**src/rtl/nes_poll_scheduler_pkg.sv**
```systemverilog
// Shared definitions for the NES poll scheduler: button bit map, FSM states,
// default timing and a counter-width helper.
package nes_poll_scheduler_pkg;

    localparam int NES_BIT_A      = 7;
    localparam int NES_BIT_B      = 6;
    localparam int NES_BIT_SELECT = 5;
    localparam int NES_BIT_START  = 4;
    localparam int NES_BIT_UP     = 3;
    localparam int NES_BIT_DOWN   = 2;
    localparam int NES_BIT_LEFT   = 1;
    localparam int NES_BIT_RIGHT  = 0;

    localparam int NES_POLL_PERIOD_DEF = 833333;
    localparam int NES_LATCH_DEF       = 600;
    localparam int NES_HALF_BIT_DEF    = 300;

    typedef enum logic [2:0] {
        ST_IDLE  = 3'd0,
        ST_LATCH = 3'd1,
        ST_LOW0  = 3'd2,
        ST_HIGH  = 3'd3,
        ST_LOW   = 3'd4,
        ST_DONE  = 3'd5
    } nes_state_e;

    // Bits needed to hold values 0..max_val, never less than one.
    function automatic int nes_cnt_width(input int max_val);
        return (max_val < 2) ? 1 : $clog2(max_val + 1);
    endfunction

endpackage

```
**src/rtl/nes_phase_timer.sv**
```systemverilog
// Loadable down-counter timing one latch or half-bit phase; done_o is high
// while the count sits at zero, so loading N-1 gives an N-cycle phase.
module nes_phase_timer #(
    parameter int W = 16
) (
    input  logic         clk,
    input  logic         rst_n,
    input  logic         load_i,
    input  logic [W-1:0] load_val_i,
    output logic         done_o
);

    logic [W-1:0] cnt_q;

    always_ff @(posedge clk or negedge rst_n) begin
        if (!rst_n) begin
            cnt_q <= '0;
        end else if (load_i) begin
            cnt_q <= load_val_i;
        end else if (cnt_q != '0) begin
            cnt_q <= cnt_q - 1'b1;
        end
    end

    assign done_o = (cnt_q == '0);

endmodule

```
**src/rtl/nes_poll_scheduler.sv**
```systemverilog
// Two-player NES controller poller on a shared latch/clock pair.
// Define NES_CONFIRM_EN to publish buttons only after two identical frames.
module nes_poll_scheduler
    import nes_poll_scheduler_pkg::*;
#(
    parameter int POLL_PERIOD_CYC = NES_POLL_PERIOD_DEF,
    parameter int LATCH_CYC       = NES_LATCH_DEF,
    parameter int HALF_BIT_CYC    = NES_HALF_BIT_DEF
) (
    input  logic       clk,
    input  logic       reset_n,
    input  logic       enable,
    input  logic       poll_req,
    input  logic       nes_data_p1,
    input  logic       nes_data_p2,
    output logic       nes_latch,
    output logic       nes_clk,
    output logic [7:0] buttons_p1,
    output logic [7:0] buttons_p2,
    output logic [7:0] pressed_p1,
    output logic [7:0] pressed_p2,
    output logic       frame_valid,
    output logic       busy
);

    localparam int PW = nes_cnt_width(POLL_PERIOD_CYC - 1);
    localparam int TW = nes_cnt_width(((LATCH_CYC > HALF_BIT_CYC) ? LATCH_CYC : HALF_BIT_CYC) - 1);
    localparam logic [TW-1:0] LATCH_VAL = TW'(LATCH_CYC - 1);
    localparam logic [TW-1:0] HALF_VAL  = TW'(HALF_BIT_CYC - 1);

    nes_state_e    state_q;
    logic [PW-1:0] per_q, per_d;
    logic          pend_q, pend_d;
    logic          tc;
    logic [1:0]    sync1_q, sync2_q;
    logic          d1, d2;
    logic [6:0]    sr1_q, sr2_q;
    logic [2:0]    bit_q;
    logic          latch_q, nclk_q, fv_q;
    logic [7:0]    btn1_q, btn2_q, pr1_q, pr2_q;
    logic [7:0]    new1, new2;
    logic          upd1, upd2;
    logic          tmr_load, tmr_done;
    logic [TW-1:0] tmr_val;

    assign tc = enable && (per_q == PW'(POLL_PERIOD_CYC - 1));

    always_comb begin
        per_d = per_q + 1'b1;
        if (!enable || tc) begin
            per_d = '0;
        end
        // A request landing while IDLE consumes pending must survive.
        pend_d = (pend_q && (state_q != ST_IDLE)) || tc || poll_req;
    end

    assign d1   = sync1_q[1];
    assign d2   = sync2_q[1];
    assign new1 = ~{sr1_q, d1};
    assign new2 = ~{sr2_q, d2};

`ifdef NES_CONFIRM_EN
    logic [7:0] cmp1_q, cmp2_q;
    assign upd1 = (new1 == cmp1_q);
    assign upd2 = (new2 == cmp2_q);
`else
    assign upd1 = 1'b1;
    assign upd2 = 1'b1;
`endif

    always_comb begin
        tmr_load = 1'b0;
        tmr_val  = HALF_VAL;
        case (state_q)
            ST_IDLE: begin
                tmr_load = pend_q;
                tmr_val  = LATCH_VAL;
            end
            ST_LATCH, ST_LOW0, ST_HIGH: tmr_load = tmr_done;
            ST_LOW:  tmr_load = tmr_done && (bit_q != 3'd0);
            default: tmr_load = 1'b0;
        endcase
    end

    nes_phase_timer #(.W(TW)) u_timer (
        .clk        (clk),
        .rst_n      (reset_n),
        .load_i     (tmr_load),
        .load_val_i (tmr_val),
        .done_o     (tmr_done)
    );

    always_ff @(posedge clk or negedge reset_n) begin
        if (!reset_n) begin
            per_q   <= '0;
            pend_q  <= 1'b0;
            sync1_q <= 2'b11;
            sync2_q <= 2'b11;
        end else begin
            per_q   <= per_d;
            pend_q  <= pend_d;
            sync1_q <= {sync1_q[0], nes_data_p1};
            sync2_q <= {sync2_q[0], nes_data_p2};
        end
    end

    always_ff @(posedge clk or negedge reset_n) begin
        if (!reset_n) begin
            state_q <= ST_IDLE;
            latch_q <= 1'b0;
            nclk_q  <= 1'b0;
            bit_q   <= 3'd0;
            sr1_q   <= '0;
            sr2_q   <= '0;
            btn1_q  <= '0;
            btn2_q  <= '0;
            pr1_q   <= '0;
            pr2_q   <= '0;
            fv_q    <= 1'b0;
`ifdef NES_CONFIRM_EN
            cmp1_q  <= '0;
            cmp2_q  <= '0;
`endif
        end else begin
            fv_q  <= 1'b0;
            pr1_q <= '0;
            pr2_q <= '0;
            case (state_q)
                ST_IDLE: if (pend_q) begin
                    state_q <= ST_LATCH;
                    latch_q <= 1'b1;
                end
                ST_LATCH: if (tmr_done) begin
                    state_q <= ST_LOW0;
                    latch_q <= 1'b0;
                end
                ST_LOW0: if (tmr_done) begin
                    state_q <= ST_HIGH;
                    nclk_q  <= 1'b1;
                    sr1_q   <= {sr1_q[5:0], d1};
                    sr2_q   <= {sr2_q[5:0], d2};
                    bit_q   <= 3'd6;
                end
                ST_HIGH: if (tmr_done) begin
                    state_q <= ST_LOW;
                    nclk_q  <= 1'b0;
                end
                ST_LOW: if (tmr_done) begin
                    if (bit_q == 3'd0) begin
                        // Publish on entry to DONE so the strobes are visible during DONE.
                        state_q <= ST_DONE;
                        fv_q    <= 1'b1;
                        if (upd1) begin
                            btn1_q <= new1;
                            pr1_q  <= new1 & ~btn1_q;
                        end
                        if (upd2) begin
                            btn2_q <= new2;
                            pr2_q  <= new2 & ~btn2_q;
                        end
`ifdef NES_CONFIRM_EN
                        cmp1_q <= new1;
                        cmp2_q <= new2;
`endif
                    end else begin
                        state_q <= ST_HIGH;
                        nclk_q  <= 1'b1;
                        sr1_q   <= {sr1_q[5:0], d1};
                        sr2_q   <= {sr2_q[5:0], d2};
                        bit_q   <= bit_q - 3'd1;
                    end
                end
                ST_DONE: state_q <= ST_IDLE;
                default: state_q <= ST_IDLE;
            endcase
        end
    end

    assign nes_latch   = latch_q;
    assign nes_clk     = nclk_q;
    assign buttons_p1  = btn1_q;
    assign buttons_p2  = btn2_q;
    assign pressed_p1  = pr1_q;
    assign pressed_p2  = pr2_q;
    assign frame_valid = fv_q;
    assign busy        = (state_q != ST_IDLE);

endmodule
```
**config.mk**
```make
export PLATFORM = sky130hd
export DESIGN_NAME = nes_poll_scheduler
export DESIGN_NICKNAME = d
export VERILOG_FILES = /design/src/rtl/nes_poll_scheduler_pkg.sv /design/src/rtl/nes_phase_timer.sv /design/src/rtl/nes_poll_scheduler.sv
export SDC_FILE = /design/constraint.sdc
export NUM_CORES = 1
export LEC_CHECK = 0
export CORE_MARGIN = 4
export CORE_UTILIZATION = 56
export CTS_CLUSTER_DIAMETER = 120
export DETAILED_ROUTE_END_ITERATION = 8
export HOLD_SLACK_MARGIN = 0.08
export PLACE_DENSITY = 0.79
export SYNTH_ARGS = -nofsm -noshare
export SYNTH_HDL_FRONTEND = slang
export SYNTH_HIERARCHICAL = 1
export SYNTH_SLANG_ARGS = --single-unit
```
**constraint.sdc**
```tcl
create_clock -name clk -period 2.64 [get_ports clk]
set_clock_uncertainty 0.15 [all_clocks]
set_input_delay 0.66 -clock clk [delete_from_list [all_inputs] [get_ports clk]]
set_output_delay 0.66 -clock clk [all_outputs]
set_load 0.1 [all_outputs]
```
* Yosys cells after proc, flatten, opt, wreduce, memory -nomap -nowiden
Cells that the tools add are included.
Word-level totals: register bits 90, RAM bits 0, bits in read-only memories 0, bits in latches 0, memories kept 0
Cells by class: reduce and logical (&&, ||, !) cells 23, add/subtract/negate cells 3, shift operators 0, multiply operators 0, equal/unequal tests 11, bitwise logic cells 6, muxes and demuxes 40, order comparisons 0, divide/modulo/power cells 0
Operators with widths (count):
- $mux W8 | 6
- $mux W7 | 6
- $not A8 Y8 | 4
- $mux W10 | 3
- $pmux W7 S2 | 2
- $mux W3 | 9
- $add A20 B1 Y20 const B | 1
- $eq A20 B20 Y1 const B | 1
- $mux W20 | 1
- $and A8 B8 Y8 | 2
- $pmux W3 S5 | 1
- $ne A2 B2 Y1 const B | 6
- $logic_not A10 Y1 | 1
- $reduce_and A5 Y1 | 2
- $reduce_bool A10 Y1 | 1
- $sub A10 B1 Y10 const B | 1
- $reduce_bool A3 Y1 | 3
- $mux W1 | 8
- $eq A3 B2 Y1 const B | 2
- $logic_not A3 Y1 | 2
- $pmux W1 S3 | 2
- $pmux W3 S2 | 1
- $reduce_and A3 Y1 | 2
- $reduce_bool A2 Y1 | 3
- 9 further kinds | 13

* Longest topological paths before layout
Gate-level depths: netlist (run 1).
word-level depth 5, depth in mapped cells 12

* Modules after synthesis
Netlist (run 1), hierarchy kept.
Modules (own cells, without submodules):
- nes_poll_scheduler | cells each 296, times used 1, area an instance 3497.1 µm²
- nes_phase_timer | cells each 67, times used 1, area an instance 594.3 µm²

* Least setup slack after synthesis (run 1)
Ideal clock, no wire load.
path type flip-flop to flip-flop, from reg u_timer.cnt_q[3], to reg pr1_q[0] (netlist: pressed_p1[0]), arrival 2194 ps, clock period less this slack 2434 ps, data required time 2400 ps, setup slack 206 ps, cell stages (with the launch flop) 11, path buffers 4, cell sequence dfrtp_1 nor4_4 nand3_1 inv_1 buf_4 nand2b_1 or4_4 buf_6 buf_6 buf_8 nor3_4
Between the ends: longest elaborated chain between the ends 3
RTL lines:
- start, declared | RTL line nes_phase_timer.sv:13 | logic [W-1:0] cnt_q;
- start signal, assigned | RTL line nes_phase_timer.sv:19 | cnt_q <= load_val_i;
- start signal, assigned | RTL line nes_phase_timer.sv:21 | cnt_q <= cnt_q - 1'b1;
- $logic_not A10 Y1 | RTL line nes_phase_timer.sv:25 | assign done_o = (cnt_q == '0);
- via tmr_done | RTL line nes_poll_scheduler.sv:43 | logic tmr_load, tmr_done;
- $mux W8 | RTL line nes_poll_scheduler.sv:148 | ST_LOW: if (tmr_done) begin
- $mux W8 | RTL line nes_poll_scheduler.sv:128 | case (state_q)
- end signal, assigned | RTL line nes_poll_scheduler.sv:155 | pr1_q <= new1 & ~btn1_q;
- end, declared | RTL line nes_poll_scheduler.sv:40 | logic [7:0] btn1_q, btn2_q, pr1_q, pr2_q;
The timed path passes the listed nets, and every way through them passes these cells. A chain may end at the register's enable or synchronous reset.

* Final worst setup path (run 1)
from reg u_timer.cnt_q[0], to reg pr2_q[1] (netlist: pressed_p2[1])
Between the ends: longest elaborated chain between the ends 3
RTL lines:
- $logic_not A10 Y1 | RTL line nes_phase_timer.sv:25
- via tmr_done | RTL line nes_poll_scheduler.sv:43
- $mux W8 | RTL line nes_poll_scheduler.sv:148
- $mux W8 | RTL line nes_poll_scheduler.sv:128
- end signal, assigned | RTL line nes_poll_scheduler.sv:159 | pr2_q <= new2 & ~btn2_q;
- end, declared | RTL line nes_poll_scheduler.sv:40
The timed path passes the listed nets, and every way through them passes these cells.

==> results_dict.tcl, run 1 <==
set metrics [dict create \
    crit_type "flip-flop to flip-flop" \
    worst_r2r_path_depth 8 \
    switchingPower_uw 907 \
    slew_headroom_pct 66.2 \
    post-place-ws_ps 39.1 \
    fin_crit_sh_pct 91.4 \
    rsz0062_at_grt "false" \
    grt_use_total_pct 18.6 \
    regArea_um2 2260 \
    end_kind "flip-flop" \
    report.final.hold_viol_count 0 \
    worst_pin_slew_ps 507 \
    core-area_um2 6940 \
    required_ps 2770 \
    arrival_ps 2540 \
    ys_ff_latch 90 \
    hold_buffers 0 \
    die_x_um 93.5 \
    swShare_pct 29.8 \
    drc 0 \
    rows 30 \
    r2r-start "u_timer/cnt_q[0]$_DFFE_PN0P_" \
    drt_iter0_drc 195 \
    h-tree-depth 3 \
    cts_tree "done" \
    worstHoldPathType "primary input to asynchronous set/reset pin" \
    ys.flop_type "dfrtp_1" \
    clockPowerShare_pct 33.1 \
    ys_seq_area_share_pct 55.2 \
    dieArea_um2 8740 \
    cts_sinks 90 \
    drtAntennaViolNets 0 \
    drv_slew 0 \
    power.density_nw_per_um2 644 \
    status "finished, final reports clean" \
    via_per_inst 5.51 \
    routedWlPerCell_um 15.1 \
    yosysUniqueCellTypes 55 \
    final_common_cell "dfrtp_1" \
    post-cts-setup-buffers 0 \
    path_max_fanout 24 \
    cp_top_family "simple AND/OR/NAND/NOR gates" \
    critPathBufInv 2 \
    internal_power_uw 2130 \
    r2r-end "pressed_p2[1]$_DFF_PN0_" \
    yosys_warnings 6 \
    grt_pass1_vias 2681 \
    fin_nets 420 \
    layout-drive-gt1-share_pct 25.4 \
    wirelength_mm 7.72 \
    cts_buffers 9 \
    num_antenna_cells 0 \
    cts.reportedPaths.clkPinSlew_ps 100 \
    drv_cap 0 \
    setup_viol_count_final 0 \
    antenna_found_initial 0 \
    fillers 518 \
    synth.cell_area_um2 4090 \
    cpMaxStageDelayCell "or4_4" \
    dpl_cell_area_um2 4480 \
    synth_edf_count 0 \
    synth.avg_cell_area_um2 11.3 \
    place.gp.congestion 0.856 \
    drt_first_pass_iters 4 \
    yosys.area.top_type "dfrtp_1" \
    grt_first_pass_wirelength_mm 12.8 \
    initial_core_util_pct 58.9 \
    synthCells 363 \
    numPortBuffers 41 \
    final_area_um2 4720 \
    post-route-min-period_ps 2410 \
    io_pins 42 \
    num_vias 2812 \
    fmaxAchievable_mhz 414 \
    power_leakage_uw 0.00215 \
    path_cells "inv_1 -> ha_1 -> nor2b_1 -> nand3_1 -> inv_2 -> nand2b_2 -> or4_4 -> nor3_1" \
    rrSetupSlack_ps 230 \
    clockRootBuffer "clkbuf_8" \
    pwr-share-seq_pct 52.8 \
    netlist_top_cells_area "dfrtp_1 53%, nand2_1 3.2%, nor2_1 2.9%, xnor2_1 2.8%, nor3_4 2.8%" \
    clk-insertion-delay-late_ps 360 \
    final_cell_mix "86 x dfrtp_1, 42 x buf_4, 35 x nand2_1" \
    max_stage_delay_ps 650 \
    startpoint_type "flip-flop" \
    p_comb_share_pct 14.1 \
    syn2layout_area_growth_pct 15.4 \
    overflow 0 \
    die_y_um 93.5 \
    multiInputGateArea_um2 1670 \
    peakVddDrop_uv 463 \
    grt_max_degree 50 \
    setup_ws_ps 227 \
    synth_top_area_share_pct 52.6 \
    setup_tns_ps 0 \
    cts.path.max_buffers 2 \
    async_flop_share_pct 100 \
    dpl.hpwl_mm 4.96 \
]
==> synth_stat cells (3+ instances only) <==
cell type,n
a21oi_1,9
buf_4,3
buf_6,6
clkbuf_1,4
dfrtp_1,86
dfstp_2,4
ha_1,5
inv_1,17
mux2_2,10
mux2_4,7
mux2i_1,4
nand2_1,35
nand3_1,11
nand4_1,6
nor2_1,32
nor2b_1,7
nor3_1,15
nor3_4,7
nor4_1,5
o21ai_0,16
o21ai_1,9
or3_1,3
xnor2_1,13
xor2_1,6
==> power groups by stage <==
stage | Sequential [µW] | Combinational [µW] | Clock, µW
3_5_place_dp | 1630 | 429 | 0
5_1_grt | 1620 | 494 | 1090
3_3_place_gp | 1620 | 413 | 0
2_1_floorplan | 1650 | 275 | 0
6_report | 1600 | 429 | 1010
4_1_cts | 1600 | 431 | 1030
==> worst max-delay path by stage <==
stage | endpoint | from | slack [ps] | cells past startpoint
2_1_floorplan | pressed_p1[0]$_DFF_PN0_ | u_timer/cnt_q[3]$_DFFE_PN0P_ | 210 | 10
3_3_place_gp | buttons_p1[0]$_DFFE_PN0P_ | u_timer/cnt_q[0]$_DFFE_PN0P_ | 140 | 9
3_5_place_dp | buttons_p1[1]$_DFFE_PN0P_ | u_timer/cnt_q[0]$_DFFE_PN0P_ | 40 | 9
4_1_cts | buttons_p1[1]$_DFFE_PN0P_ | u_timer/cnt_q[0]$_DFFE_PN0P_ | 20 | 9
5_1_grt | pressed_p2[1]$_DFF_PN0_ | u_timer/cnt_q[0]$_DFFE_PN0P_ | 60 | 8
6_report | pressed_p2[1]$_DFF_PN0_ | u_timer/cnt_q[0]$_DFFE_PN0P_ | 230 | 8
==> kinds of logic (layout without fill, tap and decap cells) <==
group	count (synthesis)	in the layout	share of synthesized area (%)
and+or+nand+nor	140	142	19.8
buffers and inverters	34	82	4.83
DFF	90	90	55.2
AOI/OAI and AO/OA	52	52	8.07
xor gates and xnor gates	19	19	4.07
adders and majority gates	5	5	1.53
other	2	3	0.184
muxes	21	21	6.30
==> per-layer routing <==
metal	track usage, %	wire length (µm)
met4	6.47	113
met2	28.7	3800
met5	0	0
met3	5.55	469
met1	25.0	3330
==> timing repair <==
action,CTS,global route
resized for setup,0,4
setup endpoints to repair,0,33
endpoints found under the hold margin,0,0
==> stage by stage <==
stage          hold WS (ps)  total power, µW  util [%]  cells
6_report                111             3040      68.0    510
5_1_grt                 129             3210      68.0    510
4_1_cts                 115             3060      67.6    508
3_5_place_dp            197             2060      64.5    492
3_3_place_gp            197             2030      64.5    492
2_1_floorplan           195             1930         -    364
==> registers in the layout (all words and copies together), names as in the netlist <==
register / count
bit_q: 3
buttons_p1: 8
buttons_p2: 8
frame_valid: 1
nes_clk: 1
nes_latch: 1
pend_q: 1
per_q: 20
pressed_p1: 8
pressed_p2: 8
sr1_q: 7
sr2_q: 7
state_q: 3
sync1_q: 2
sync2_q: 2
u_timer/cnt_q: 10
==> final cells by class <==
class / instances / share of cell area [%]
well taps: 96 / 2.55
clock inverters: 7 / 1.91
inverters: 18 / 1.43
clock buffers: 9 / 2.62
repair buffers: 48 / 8.38
multi-input cells: 242 / 35.3
flip-flops and latches: 90 / 47.8
No activity file was read; power rests on OpenSTA's default activity.
==> run 2, diff against run 1 <==
--- a/config.mk
+++ b/config.mk
@@ -8,6 +8,7 @@
 export CORE_MARGIN = 4
 export CORE_UTILIZATION = 56
 export CTS_CLUSTER_DIAMETER = 120
+export CTS_CLUSTER_SIZE = 16
 export DETAILED_ROUTE_END_ITERATION = 8
 export HOLD_SLACK_MARGIN = 0.08
 export PLACE_DENSITY = 0.79
==> results of run 2 <==
No change in the layout: final DEF, timing and power equal those of run 1.
==> run 3, diff against run 2 <==
--- a/config.mk
+++ b/config.mk
@@ -7,6 +7,7 @@
 export LEC_CHECK = 0
 export CORE_MARGIN = 4
 export CORE_UTILIZATION = 56
+export CTS_BUF_LIST = sky130_fd_sc_hd__clkbuf_8 sky130_fd_sc_hd__clkbuf_16
 export CTS_CLUSTER_DIAMETER = 120
 export CTS_CLUSTER_SIZE = 16
 export DETAILED_ROUTE_END_ITERATION = 8
==> results of run 3 <==
No change in the layout: final DEF, timing and power equal those of run 1.
